[config.mk]
export PLATFORM = sky130hd
export DESIGN_NAME = apple2_sram_arbiter
export DESIGN_NICKNAME = d
export VERILOG_FILES = /design/src/rtl/apple2_sram_arbiter.sv
export SDC_FILE = /design/constraint.sdc
export NUM_CORES = 1
export LEC_CHECK = 0
export ABC_AREA = 1
export BUFFER_PORTS_ARGS = -buffer_cell sky130_fd_sc_hd__buf_4
export CAP_MARGIN = 20
export CORE_ASPECT_RATIO = 1.1
export CORE_MARGIN = 2
export CORE_UTILIZATION = 44
export DETAILED_ROUTE_END_ITERATION = 8
export PLACE_DENSITY = 0.87
export SLEW_MARGIN = 10
export SYNTH_ARGS = -nofsm -noshare
export SYNTH_HDL_FRONTEND = slang
export SYNTH_SLANG_ARGS = --single-unit
[constraint.sdc]
create_clock -name mclk28 -period 2.1 [get_ports mclk28]
set_clock_uncertainty 0.2 [all_clocks]
set_input_delay 0.42 -clock mclk28 [delete_from_list [all_inputs] [get_ports mclk28]]
set_output_delay 0.42 -clock mclk28 [all_outputs]
set_load 0.02 [all_outputs]
[src/rtl/apple2_sram_arbiter.sv]
// apple2_sram_arbiter
// Shares one external 8-bit asynchronous SRAM between video scan-out,
// the bank-mapped CPU path and the image loader DMA. Requests are served
// one at a time by fixed priority (vid > cpu > ldr). The loader moves
// ahead of the CPU once it has lost LDR_STARVE arbitrations in a row.
// Every access takes ACCESS_CYCLES mclk28 cycles, followed by a one-cycle
// DONE state that carries the ack pulse.
//
// Optional feature macro: SRAM_ARB_LOADER_EN
//   defined   : loader port and starvation counter are active
//   undefined : ldr_req is ignored, ldr_ack is held at 0, and arbitration
//               is vid > cpu only
//
// Ports
//   mclk28, reset_n           clock, asynchronous active-low reset
//   vid_req/addr/rdata/ack    video read port
//   cpu_req/we/addr/wdata/
//   cpu_rdata/ack             CPU read/write port
//   ldr_req/addr/wdata/ack    loader write port (19-bit address)
//   sram_addr, sram_dq_o,
//   sram_dq_oe, sram_dq_i,
//   sram_we_n, sram_oe_n      SRAM pins (all outputs registered)
//   busy                      high while in ACCESS or DONE
module apple2_sram_arbiter #(
  parameter int ACCESS_CYCLES = 3,
  parameter int LDR_STARVE    = 4
) (
  input  logic        mclk28,
  input  logic        reset_n,
  input  logic        vid_req,
  input  logic [17:0] vid_addr,
  output logic [7:0]  vid_rdata,
  output logic        vid_ack,
  input  logic        cpu_req,
  input  logic        cpu_we,
  input  logic [17:0] cpu_addr,
  input  logic [7:0]  cpu_wdata,
  output logic [7:0]  cpu_rdata,
  output logic        cpu_ack,
  input  logic        ldr_req,
  input  logic [18:0] ldr_addr,
  input  logic [7:0]  ldr_wdata,
  output logic        ldr_ack,
  output logic [18:0] sram_addr,
  output logic [7:0]  sram_dq_o,
  output logic        sram_dq_oe,
  input  logic [7:0]  sram_dq_i,
  output logic        sram_we_n,
  output logic        sram_oe_n,
  output logic        busy
);

  typedef enum logic [1:0] {S_IDLE = 2'd0, S_ACCESS = 2'd1, S_DONE = 2'd2} state_t;
  typedef enum logic [1:0] {G_VID = 2'd0, G_CPU = 2'd1, G_LDR = 2'd2} gnt_t;

  // Phase counts down: PH_FIRST is the setup cycle, 0 is the hold cycle.
  localparam logic [3:0] PH_FIRST   = 4'(ACCESS_CYCLES - 1);
  localparam logic [3:0] PH_WE_LAST = 4'(ACCESS_CYCLES - 2);

  state_t      r_state, w_state_nxt;
  logic [3:0]  r_phase, w_phase_nxt;
  gnt_t        r_gnt, w_gnt_nxt;
  logic        r_we, w_we_nxt;
  logic [18:0] w_addr_nxt;
  logic [7:0]  w_wdata_nxt;
  logic        w_ldr_req;
  logic        w_ldr_first;
  logic        w_acc_nxt;
  logic        w_done_nxt;

`ifdef SRAM_ARB_LOADER_EN
  logic [3:0]  r_starve, w_starve_nxt;

  assign w_ldr_req   = ldr_req;
  assign w_ldr_first = (r_starve >= 4'(LDR_STARVE));
`else
  logic        w_unused_ldr;

  assign w_ldr_req    = 1'b0;
  assign w_ldr_first  = 1'b0;
  assign w_unused_ldr = ldr_req;
`endif

  assign w_acc_nxt  = (w_state_nxt == S_ACCESS);
  assign w_done_nxt = (w_state_nxt == S_DONE);

  // Next-state logic: arbitration in IDLE, phase countdown in ACCESS.
  always_comb begin
    w_state_nxt = r_state;
    w_phase_nxt = r_phase;
    w_gnt_nxt   = r_gnt;
    w_we_nxt    = r_we;
    w_addr_nxt  = sram_addr;
    w_wdata_nxt = sram_dq_o;
    case (r_state)
      S_IDLE: begin
        if (vid_req) begin
          w_state_nxt = S_ACCESS;
          w_phase_nxt = PH_FIRST;
          w_gnt_nxt   = G_VID;
          w_we_nxt    = 1'b0;
          w_addr_nxt  = {1'b0, vid_addr};
        end else if (w_ldr_req && (w_ldr_first || !cpu_req)) begin
          w_state_nxt = S_ACCESS;
          w_phase_nxt = PH_FIRST;
          w_gnt_nxt   = G_LDR;
          w_we_nxt    = 1'b1;
          w_addr_nxt  = ldr_addr;
          w_wdata_nxt = ldr_wdata;
        end else if (cpu_req) begin
          w_state_nxt = S_ACCESS;
          w_phase_nxt = PH_FIRST;
          w_gnt_nxt   = G_CPU;
          w_we_nxt    = cpu_we;
          w_addr_nxt  = {1'b0, cpu_addr};
          w_wdata_nxt = cpu_wdata;
        end else begin
          w_state_nxt = S_IDLE;
        end
      end
      S_ACCESS: begin
        if (r_phase == 4'd0) begin
          w_state_nxt = S_DONE;
        end else begin
          w_phase_nxt = r_phase - 4'd1;
        end
      end
      S_DONE: begin
        w_state_nxt = S_IDLE;
      end
      default: begin
        w_state_nxt = S_IDLE;
      end
    endcase
  end

`ifdef SRAM_ARB_LOADER_EN
  // Loader starvation counter: counts CPU wins while the loader waits.
  always_comb begin
    if (r_state != S_IDLE) begin
      w_starve_nxt = r_starve;
    end else if (!ldr_req) begin
      w_starve_nxt = 4'd0;
    end else if (w_acc_nxt && (w_gnt_nxt == G_LDR)) begin
      w_starve_nxt = 4'd0;
    end else if (w_acc_nxt && (w_gnt_nxt == G_CPU) && (r_starve != 4'hF)) begin
      w_starve_nxt = r_starve + 4'd1;
    end else begin
      w_starve_nxt = r_starve;
    end
  end
`endif

  // FSM state, phase counter, grant and direction registers.
  always_ff @(posedge mclk28 or negedge reset_n) begin
    if (!reset_n) begin
      r_state  <= S_IDLE;
      r_phase  <= 4'd0;
      r_gnt    <= G_VID;
      r_we     <= 1'b0;
`ifdef SRAM_ARB_LOADER_EN
      r_starve <= 4'd0;
`endif
    end else begin
      r_state  <= w_state_nxt;
      r_phase  <= w_phase_nxt;
      r_gnt    <= w_gnt_nxt;
      r_we     <= w_we_nxt;
`ifdef SRAM_ARB_LOADER_EN
      r_starve <= w_starve_nxt;
`endif
    end
  end

  // Registered SRAM strobes, acks and read-data capture, all derived from
  // next-state values so they line up with the state they belong to.
  always_ff @(posedge mclk28 or negedge reset_n) begin
    if (!reset_n) begin
      sram_addr  <= 19'd0;
      sram_dq_o  <= 8'd0;
      sram_dq_oe <= 1'b0;
      sram_we_n  <= 1'b1;
      sram_oe_n  <= 1'b1;
      busy       <= 1'b0;
      vid_ack    <= 1'b0;
      cpu_ack    <= 1'b0;
      ldr_ack    <= 1'b0;
      vid_rdata  <= 8'd0;
      cpu_rdata  <= 8'd0;
    end else begin
      sram_addr  <= w_addr_nxt;
      sram_dq_o  <= w_wdata_nxt;
      sram_dq_oe <= w_acc_nxt && w_we_nxt;
      sram_oe_n  <= !(w_acc_nxt && !w_we_nxt);
      // First and last ACCESS cycles give address/data setup and hold.
      sram_we_n  <= !(w_acc_nxt && w_we_nxt &&
                      (w_phase_nxt >= 4'd1) && (w_phase_nxt <= PH_WE_LAST));
      busy       <= (w_state_nxt != S_IDLE);
      vid_ack    <= w_done_nxt && (w_gnt_nxt == G_VID);
      cpu_ack    <= w_done_nxt && (w_gnt_nxt == G_CPU);
`ifdef SRAM_ARB_LOADER_EN
      ldr_ack    <= w_done_nxt && (w_gnt_nxt == G_LDR);
`else
      ldr_ack    <= 1'b0;
`endif
      if ((r_state == S_ACCESS) && (r_phase == 4'd0) && !r_we) begin
        case (r_gnt)
          G_VID:   vid_rdata <= sram_dq_i;
          G_CPU:   cpu_rdata <= sram_dq_i;
          default: ;
        endcase
      end
    end
  end

endmodule

* Word level (Yosys, flattened, before mapping)
Cells that the tools add are included.
Cells by class: add/subtract/negate cells 1, $lt $le $gt $ge 2, equality and inequality tests 5, mux-type cells 16, bitwise gates (word level) 1, reductions and logical operators 22
Operators with widths (number):
- $mux 19 | 2
- $mux 4 | 3
- $eq 2x1->1 const B | 4
- $logic_and 1x1->1 | 8
- $mux 2 | 4
- $pmux 4 s2 | 1
- $logic_not 2->1 | 3
- $reduce_and 2->1 | 3
- $mux 1 | 5
- $ge 4x1->1 const B | 1
- $le 4x1->1 const B | 1
- $logic_not 1->1 | 4
- $logic_not 4->1 | 1
- $pmux 2 s2 | 1
- $reduce_bool 2->1 | 2
- $sub 4x1->4 const B | 1
- $reduce_and 3->1 | 1
- $eq 2x2->1 const B | 1
- $not 1->1 | 1
Word-level totals: register bits after elaboration 58, bits of input ports 85, output and inout bits 50, word-level logic and storage cells 61

* Depth between registers and ports, before layout
Gate-level depths: netlist (run 1).
word-level depth 8, gate-level depth with buffers 9

* Worst setup path before layout (run 1)
No wires, ideal clock.
path kind flip-flop to flip-flop, start point register r_phase[0], end point register cpu_rdata[6], arrival time 1234 ps, setup slack 548 ps, cell stages (with the launch flop) 9, buffers on the path 1, path through dfrtp_1 > inv_1 > ha_1 > nand3_2 > clkinv_2 > nand4_4 > buf_6 > nand2_1 > o21ai_2
On the way: cells in the longest elaborated chain, start to end 4
RTL lines:
- start: declaration | line 61 | logic [3:0] r_phase, w_phase_nxt;
- start signal: assignment | line 166 | r_phase <= w_phase_nxt;
- $logic_not 4->1 | line 206 | if ((r_state == S_ACCESS) && (r_phase == 4'd0) && !r_we) begin
- $logic_and 1x1->1 (2 in a row) | line 206
- $reduce_and 2->1 (no line)
- end signal: assignment | line 209 | G_CPU: cpu_rdata <= sram_dq_i;
- end: declaration | line 38 | output logic [7:0] cpu_rdata,
Every way passes these cells. A chain may end at the register's enable or synchronous reset.

* Worst setup path in the final report (run 1)
start point register r_state[1], end point register sram_addr[13]
On the way: cells in the longest elaborated chain, start to end 2
RTL lines:
- start: declaration | line 60 | state_t r_state, w_state_nxt;
- start signal: assignment | line 165 | r_state <= w_state_nxt;
- $logic_not 2->1 | line 95 | case (r_state)
- $reduce_and 2->1 (no line)
- end signal: assignment | line 191 | sram_addr <= w_addr_nxt;
- end: declaration | line 44 | output logic [18:0] sram_addr,
Every way passes these cells.

==> impl_results.md, run 1 <==
* Status: complete, no violations
* Nets at 455
* Share of layout cells above drive strength 1 at 39.0%
* Period minus WS final at 1.79 ns
* Die Y at 82.9 µm
* H-tree levels at 3
* Number of global-route vias before repair at 2149
* Worst-path maximum fanout at 24
* Initial core utilization at 45.8%
* Post-Syn Area at 2490 µm²
* Worst Setup Start Kind: register
* Core area at 5430 µm²
* Clk_lat worst skew at 0.33 ns
* Initial DRT Pass Iterations at 4
* # fillers at 455
* Avg Cell Area, Syn at 9.53 µm²
* Worst hold slack at 0.116 ns
* VDD IR max at 0.000863 V
* Critical path class: reg -> reg
* Synth warnings at 0
* Reg2Reg Depth at 6
* Largest net degree at the start of global routing at 58
* Register area share after synthesis at 57.4%
* Min-delay worst type: in -> reg
* First-pass GRT wire length at 9270 µm
* Die width at 75.7 µm
* Worst Setup SP: r_state[1]
* R2r startpoint: r_state[1]
* PostCTS Resize Cnt at 0
* Row cnt at 28
* Number of setup buffers added after CTS at 0
* Routed WL at 5610 µm
* Diode count at 0
* DR WL/cell at 12.5 µm
* Slew HR at 53.6%
* Final hold violation count at 0
* Synth-to-Final Area Change at 40.7%
* Port buffer count at 104
* Cts hold-fix bufs at 1
* Tcrit/Tclk final at 85.1%
* Kind of end point of the critical path: register
* Design Area, Final at 3500 µm²
* # clock sinks at 57
* Critical path endpoint: sram_addr[13]
* Reg-to-Reg End: sram_addr[13]
* Gate Count Post-Synth at 261
* Worst Path Arrival at 1.84 ns
* Slew Viols, Final at 0
* Vias post-DR at 2104
* DP Wirelength at 4030 µm
* Fmax at 560 MHz
* Measured slew at the worst slew-check pin at 0.696 ns
* Pleak at 0.00182 µW
* Die Area at 6270 µm²
* Max_cap viols at 0
* PD cells at 1570 nW/µm²
* Setup violations, final at 0
* Yosys reg bits at 57
* DRC violation total after the first TritonRoute iteration at 61
* Post-layout util at 64.5%
* Detail Route Antenna Nets at 0
* Number of CTS-inserted buffers at 9
* Synth unique cells at 28
* Crit path required time at 2.15 ns
* R2R setup slack at 0.31 ns
* Post-route setup TNS at 0 ns
* TritonCTS clock tree: built
* Drt via density at 4.69
* Antenna violations before repair at 0
* Placement Cell Area at 3310 µm²
* GRT Residual Overflow at 0
* Total GRT Usage at 19.5%
* Max clock buf depth at 2
* # IOs at 135
* Drt drc at 0
* Clk slew on worst S/H paths at 0.06 ns
* RSZ-0062 raised after global routing: false
* Root Driver: clkbuf_8
* RD Place Congestion at 0.765
## stage by stage
step	setup slack (ns)	power, µW	instances
final	0.313	5490	449
after global routing	0.115	5890	449
after floorplan	0.548	3550	262
after detailed placement	0.333	4590	432
after global placement	0.374	4500	432
after CTS	0.280	5550	449
## sequential cells by signal, indices dropped and copies added (netlist names)
name and flops:
sram_addr 18, r_state 2, vid_ack 1, r_phase 4
busy 1, sram_oe_n 1, cpu_rdata 8, sram_dq_o 8
vid_rdata 8, sram_dq_oe 1, sram_we_n 1, r_we 1
cpu_ack 1, r_gnt 2
## where the power goes
group          leakage [µW]  internal [µW]  switching [µW]  total, µW
Combinational       0.00105           1110            1530       2640
Sequential         0.000674           1630             288       1920
Clock             0.0000910            527             401        928
Total               0.00182           3270            2220       5490
## cell families after synthesis
logic type	synth area share, %
other cells	0.151
flops	57.4
xor+xnor	0.352
buf+inv	7.90
simple gates	19.9
mux	3.62
compound gates	10.2
fa+ha+maj	0.503
## area by class of cell
cell class / instances / area (µm²) / area share [%]
inverters: 28 / 106 / 3.04
clock buffers: 16 / 180 / 5.15
repair buffers: 108 / 826 / 23.6
well taps: 75 / 93.8 / 2.68
flip-flops and latches: 57 / 1430 / 40.8
multi-input cells: 165 / 866 / 24.7
## placed cells by master, fill, tap and decap left out, types with 2 or more instances in the layout
cell type	n
clkbuf_8	12
nand4_4	2
clkbuf_1	4
o21ai_1	8
nand3_1	5
buf_4	106
inv_1	26
o21ai_2	9
o21ai_0	2
nand2_1	74
conb_1	2
dfstp_2	2
nor2_1	29
mux2_2	8
dfrtp_1	55
a31oi_1	17
## worst max-delay path: stages (launching register included)
cell and delay [ns]:
dfrtp_1 0.44, nor2_1 0.22, nand2_1 0.14, inv_2 0.33, buf_12 0.19, nor2_1 0.04, a31oi_1 0.14
## worst min path at each step
| stage | startpoint | end | cells after the start | slack, ns |
|---|---|---|---|---|
| 2_1_floorplan | reset_n | busy | 0 | -0.08 |
| 3_3_place_gp | vid_rdata[4] | vid_rdata[4] | 2 | 0.27 |
| 6_report | cpu_wdata[5] | sram_dq_o[5] | 2 | 0.12 |
| 4_1_cts | cpu_wdata[5] | sram_dq_o[5] | 2 | 0.10 |
| 5_1_grt | cpu_wdata[7] | sram_dq_o[7] | 2 | 0.10 |
| 3_5_place_dp | vid_rdata[5] | vid_rdata[5] | 2 | 0.28 |
## synthesized netlist by cell type (all sizes together)
cell type / count / area [µm²]
nand2: 75 / 284
dfrtp: 55 / 1380
nor2: 30 / 120
inv: 27 / 101
o21ai: 19 / 129
a31oi: 18 / 119
buf: 10 / 82.6
mux2: 8 / 90.1
nand3: 6 / 35.0
clkbuf: 2 / 7.51
dfstp: 2 / 52.6
nand4: 2 / 42.5
a21oi: 1 / 5.00
clkinv: 1 / 5.00
conb: 1 / 3.75
ha: 1 / 12.5
nand3b: 1 / 7.51
nor3: 1 / 5.00
xor2: 1 / 8.76
## layer usage
layer / share of wire [%] / up-vias / track usage [%]
met2: 51 / 75 / 32.3
met1: 40 / 979 / 21.4
met5: 0 / - / 0
li1: - / 1042 / -
met3: 7.4 / 8 / 6.80
met4: 1.6 / 0 / 9.89
Note: power is estimated with default switching activity, not from simulation.
==> inputs of run 2 (changes only) <==
--- a/config.mk
+++ b/config.mk
@@ -6,13 +6,13 @@
 export NUM_CORES = 1
 export LEC_CHECK = 0
 export ABC_AREA = 1
-export BUFFER_PORTS_ARGS = -buffer_cell sky130_fd_sc_hd__buf_4
 export CAP_MARGIN = 20
 export CORE_ASPECT_RATIO = 1.1
 export CORE_MARGIN = 2
-export CORE_UTILIZATION = 44
+export CORE_UTILIZATION = 60
 export DETAILED_ROUTE_END_ITERATION = 8
-export PLACE_DENSITY = 0.87
+export DONT_BUFFER_PORTS = 1
+export PLACE_DENSITY = 0.78
 export SLEW_MARGIN = 10
 export SYNTH_ARGS = -nofsm -noshare
 export SYNTH_HDL_FRONTEND = slang
==> impl_results.md, run 2 (same netlist as run 1, synthesis figures left out) <==
* Status: complete, no violations
* Detail Route Antenna Nets at 0
* Sw Share at 44.0%
* Diode count at 0
* Drt drc at 0
* Worst Hold Depth at 1
* Die Y at 71.5 µm
* Final hold violation count at 0
* Vias post-DR at 1729
* Initial core utilization at 62.8%
* Port buffer count at 0
* Crit path required time at 2.12 ns
* Power, Total at 4610 µW
* Largest net degree at the start of global routing at 58
* Largest Register: sram_addr
* Nets at 351
* RSZ-0062 raised after global routing: false
* Min-delay worst type: in -> reg
* # fillers at 310
* PD cells at 1720 nW/µm²
* Max clock buf depth at 2
* Largest register FFs at 18
* Commonest non-fill, non-tap cell in the layout: nand2_1
* Crit. path cell count at 6
* Worst Path Arrival at 1.79 ns
* Max_cap viols at 0
* Number of setup buffers added after CTS at 0
* Initial DRT Pass Iterations at 4
* Reg2Reg Depth at 6
* GRT Residual Overflow at 0
* TritonCTS clock tree: built
* Root Driver: clkbuf_8
* Fmax at 566 MHz
* # clock sinks at 57
* Number of global-route vias before repair at 1780
* First-pass GRT wire length at 7690 µm
* Logic pwr share at 27.4%
* PostCTS Resize Cnt at 0
* RD Place Congestion at 0.818
* Clk_lat worst skew at 0.31 ns
* Slew Viols, Final at 0
* DP Wirelength at 3350 µm
* Clk pwr share at 17.3%
* # IOs at 135
* Total GRT Usage at 22.1%
* Die Area at 4680 µm²
* Crit-path most repeated cell: nor2_1
* Internal power at 2580 µW
* Die width at 65.4 µm
* Row cnt at 24
* Delay-heaviest family, CP: buffers and inverters
* Switch Pwr at 2030 µW
* Clk slew on worst S/H paths at 0.06 ns
* Drt via density at 5.42
* Pleak at 0.00131 µW
* Setup violations, final at 0
* Worst path cell trace: nor2_1 -> nand2_1 -> inv_2 -> buf_12 -> nor2_1 -> a31oi_1
* Worst hold slack at 0.0514 ns
* Kind of end point of the critical path: register
* VDD IR max at 0.000901 V
* Sequential share of power at 55.3%
* CP bufs+invs at 2
* Synth-to-Final Area Change at 7.80%
* Cts hold-fix bufs at 2
* Core area at 3960 µm²
* Share of layout cells above drive strength 1 at 15.4%
* H-tree levels at 3
* Number of CTS-inserted buffers at 9
* Most frequent cells in the layout: nand2_1 (74), dfrtp_1 (55), nor2_1 (29)
* Slowest CP cell: dfrtp_1
* Slowest Stage Delay on Critical Path at 0.43 ns
* Worst Setup Start Kind: register
* Routed WL at 4650 µm
* Antenna violations before repair at 0
* Critical path class: reg -> reg
* Tcrit/Tclk final at 84.1%
* Post-route setup TNS at 0 ns
* Period minus WS final at 1.77 ns
* DR WL/cell at 14.6 µm
* Worst-path maximum fanout at 22
* DRC violation total after the first TritonRoute iteration at 84
-- run 2: stage by stage --
| stage | utilization [%] | area (µm²) | setup WS, ns | std cells |
|---|---|---|---|---|
| 6_report | 67.6 | 2680 | 0.334 | 319 |
| 5_1_grt | 67.6 | 2680 | 0.190 | 319 |
| 4_1_cts | 67.6 | 2680 | 0.317 | 319 |
| 3_5_place_dp | 62.9 | 2490 | 0.343 | 304 |
| 3_3_place_gp | 62.9 | 2490 | 0.411 | 304 |
| 2_1_floorplan | - | 2490 | 0.548 | 262 |
-- run 2: power groups by stage --
stage	clock (µW)	combinational, µW	sequential (µW)
2_1_floorplan	0	1090	2460
5_1_grt	867	1470	2600
6_report	798	1260	2550
4_1_cts	825	1280	2550
3_5_place_dp	0	1250	2560
3_3_place_gp	0	1180	2550
-- run 2: cell type report --
| type | count | area (µm²) | area share (%) |
|---|---|---|---|
| clock buffer | 12 | 145 | 5.41 |
| clock inverter | 1 | 5.00 | 0.187 |
| inverter | 28 | 106 | 3.97 |
| multi-input combinational | 165 | 866 | 32.3 |
| sequential | 57 | 1430 | 53.3 |
| tap | 52 | 65.1 | 2.43 |
| timing repair buffer | 4 | 65.1 | 2.43 |
-- run 2: layer usage --
metal  share of wire, %  up-vias  track usage, %
li1                   -      829               -
met1                 39      810            25.1
met2                 48       81            35.5
met3                 10        9            8.95
met4                2.4        0            12.0
met5                  0        -               0
-- run 2: path summary, 6_finish.rpt --
path                                   start            to  slack, ns
min in group asynchronous            reset_n  sram_addr[2]       0.44
worst max register to register    r_state[1]  sram_addr[8]       0.33
worst max-delay path              r_state[1]  sram_addr[8]       0.33
worst min register to register          r_we          r_we       0.33
worst min-delay path            cpu_wdata[7]  sram_dq_o[7]       0.05
max in group asynchronous            reset_n     sram_oe_n       0.97
-- run 2: worst reg2reg max path, delay by kind of cell (launching register included) --
family                 cells  cell delay, ns
AOI/OAI and AO/OA          1            0.19
buffers and inverters      2            0.46
DFF                        1            0.43
and+or+nand+nor            3            0.40
==> inputs of run 3 (changes only) <==
--- a/config.mk
+++ b/config.mk
@@ -5,7 +5,7 @@
 export SDC_FILE = /design/constraint.sdc
 export NUM_CORES = 1
 export LEC_CHECK = 0
-export ABC_AREA = 1
+export ABC_AREA = 0
 export CAP_MARGIN = 20
 export CORE_ASPECT_RATIO = 1.1
 export CORE_MARGIN = 2
==> constraint.sdc (replaced) <==
create_clock -name mclk28 -period 1.7 [get_ports mclk28]
set_clock_uncertainty 0.2 [all_clocks]
set_input_delay 0.34 -clock mclk28 [delete_from_list [all_inputs] [get_ports mclk28]]
set_output_delay 0.34 -clock mclk28 [all_outputs]
set_load 0.02 [all_outputs]
==> impl_results.md, run 3 <==
* Initial DRT Pass Iterations at 4
* Switch Pwr at 2460 µW
* Final hold violation count at 57
* Yosys reg bits at 57
* Setup violations, final at 28
* Max clock buf depth at 2
* Share of the synthesized area in the top cell type at 57.9%
* Placed cell count at 245
* Register area share after synthesis at 60.1%
* Dpl ws at -0.543 ns
* Logic pwr share at 28.1%
* Cts hold-fix bufs at 17
* Worst-path maximum fanout at 8
* R2r startpoint: r_phase[1]
* Fmax at 448 MHz
* Worst hold slack at -0.501 ns
* Design Area, Final at 3110 µm²
* Clk pwr share at 23.7%
* Crit path required time at 1.71 ns
* Clk_lat worst skew at 0.33 ns
* Antenna violations before repair at 0
* Routed WL at 5380 µm
* Min-delay worst type: in -> async
* # fillers at 202
* Post-synth top area cell: dfrtp_1
* DP Wirelength at 3320 µm
* Most frequent cells in the layout: dfrtp_1 (55), nand2_1 (21), mux2i_1 (19)
* RD Place Congestion at 0.775
* Root Driver: clkbuf_8
* Avg Cell Area, Syn at 12.8 µm²
* Share of layout cells above drive strength 1 at 32.3%
* Number of global-route vias before repair at 1690
* Synth-to-Final Area Change at 30.6%
* Area contributors post-synth: dfrtp_1 (58%), mux2_2 (11%), mux2i_1 (8.0%)
* Drt drc at 0
* Vias post-DR at 1606
* Largest Register: sram_addr
* Tcrit/Tclk final at 131%
* Total GRT Usage at 25.4%
* Worst Setup Start Kind: register
* Worst Path Arrival at 2.24 ns
* Largest net degree at the start of global routing at 58
* Max_cap viols at 0
* Core area at 3870 µm²
* Post-synth EDFFs at 0
* Gate Count Post-Synth at 186
* Sw Share at 37.9%
* Ys async rst share at 100%
* Port buffer count at 0
* Diode count at 0
* # IOs at 135
* Largest register FFs at 18
* Clk slew on worst S/H paths at 0.07 ns
* Synth unique cells at 31
* Pleak at 0.00145 µW
* Die width at 64.0 µm
* Reg2Reg Depth at 7
* DRC violation total after the first TritonRoute iteration at 167
* Die Area at 4480 µm²
* Most common cell in the netlist: dfrtp_1
* R2R setup slack at -0.53 ns
* Kind of end point of the critical path: register
* Number of CTS-inserted buffers at 9
* Commonest non-fill, non-tap cell in the layout: dfrtp_1
* Synth warnings at 0
* Critical path endpoint: cpu_rdata[1]
* Period minus WS final at 2.23 ns
* RSZ-0062 raised after global routing: true
* TritonCTS clock tree: built
* Post-Syn Area at 2380 µm²
* Nets at 310
* Failing checks: hold timing, setup timing
* PD cells at 2090 nW/µm²
* Row cnt at 24
* # clock sinks at 57
* Critical path class: reg -> reg
* Sequential share of power at 48.2%
* H-tree levels at 3
* GRT Residual Overflow at 0
* Initial core utilization at 61.4%
* Slew Viols, Final at 0
* Drt via density at 5.72
* Detail Route Antenna Nets at 0
* Status: finished, violations left
* Final worst setup slack at -0.532 ns
* First-pass GRT wire length at 8390 µm
* Worst Setup SP: r_phase[1]
* Die Y at 70.0 µm
* Placement Cell Area at 2550 µm²
* Synth Flop Type: dfrtp_1
* DR WL/cell at 19.1 µm
* VDD IR max at 0.00103 V
* Post-synth top cells: dfrtp_1 (55), mux2_2 (24), nand2_1 (22)
* Post-Layout Cell Count at 281
* Reg-to-Reg End: cpu_rdata[1]
* Internal power at 4040 µW
[run 3: changes by cell type after synthesis, sizes merged, moves of 3 or more]
cell | before | now
nand2 | 75 | 22
mux2 | 8 | 24
clkbuf | 2 | 5
nor2 | 30 | 4
nand3 | 6 | 0
buf | 10 | 5
inv | 27 | 5
a31oi | 18 | 0
a21oi | 1 | 4
mux2i | 0 | 19
[run 3: power groups by stage]
stage | Combinational (µW) | Clock (µW) | Sequential, µW
after floorplan | 1010 | 0 | 3010
after global placement | 1340 | 0 | 3090
after detailed placement | 1430 | 0 | 3120
after CTS | 1600 | 1540 | 3120
after global routing | 2010 | 1640 | 3200
final | 1830 | 1540 | 3130
[run 3: worst min-delay path by stage]
stage | slack, ns | end | from
finish | -0.50 | sram_dq_o[4] | reset_n
global route | -0.52 | sram_dq_o[1] | reset_n
CTS | -0.51 | vid_rdata[2] | reset_n
detailed placement | -0.15 | sram_dq_o[0] | reset_n
global placement | -0.15 | sram_dq_o[2] | reset_n
floorplan | -0.16 | busy | reset_n
[run 3: area by class of cell]
class,instances,area [µm²],area share (%)
well taps,52,65.1,2.09
clock buffers,10,138,4.43
clock inverters,6,105,3.38
inverters,5,18.8,0.604
flip-flops and latches,57,1430,46.0
multi-input cells,115,1010,32.4
repair buffers,36,344,11.1
[run 3: repair_timing]
action | in CTS | in global routing
setup buffers | 1 | 2
gates resized for setup | 13 | 19
pin swaps | 2 | 3
hold endpoints to repair | 82 | 57
setup endpoints to repair | 28 | 50
[run 3: worst max-delay path: stages, from the launching register on]
cell	delay, ns
dfrtp_1	0.38
inv_1	0.07
ha_2	0.18
nand3b_1	0.13
or3_4	0.40
nor4b_4	0.25
buf_6	0.18
mux2_2	0.35
[run 3: kinds of logic (layout without fill, tap and decap cells)]
family,after synthesis,in the layout,share of synthesized area [%]
compound gates,30,30,7.21
fa+ha+maj,1,1,0.526
buf+inv,15,57,2.84
flops,57,57,60.1
mux,43,43,19.4
other cells,1,2,0.158
simple gates,39,39,9.84
[run 3: routing by layer]
layer / part of all wire, % / track usage [%]
met4: 0.84 / 12.1
met3: 7.1 / 7.41
met1: 38 / 30.7
met2: 54 / 41.7
met5: 0 / 0
[run 3: through the flow]
stage | total power (µW) | util (%) | TNS (ns)
floorplan | 4020 | - | -9.55
global placement | 4430 | 65.7 | -7.39
detailed placement | 4550 | 65.7 | -8.78
CTS | 6260 | 77.8 | -7.53
global route | 6850 | 80.2 | -11.68
finish | 6500 | 80.2 | -9.75
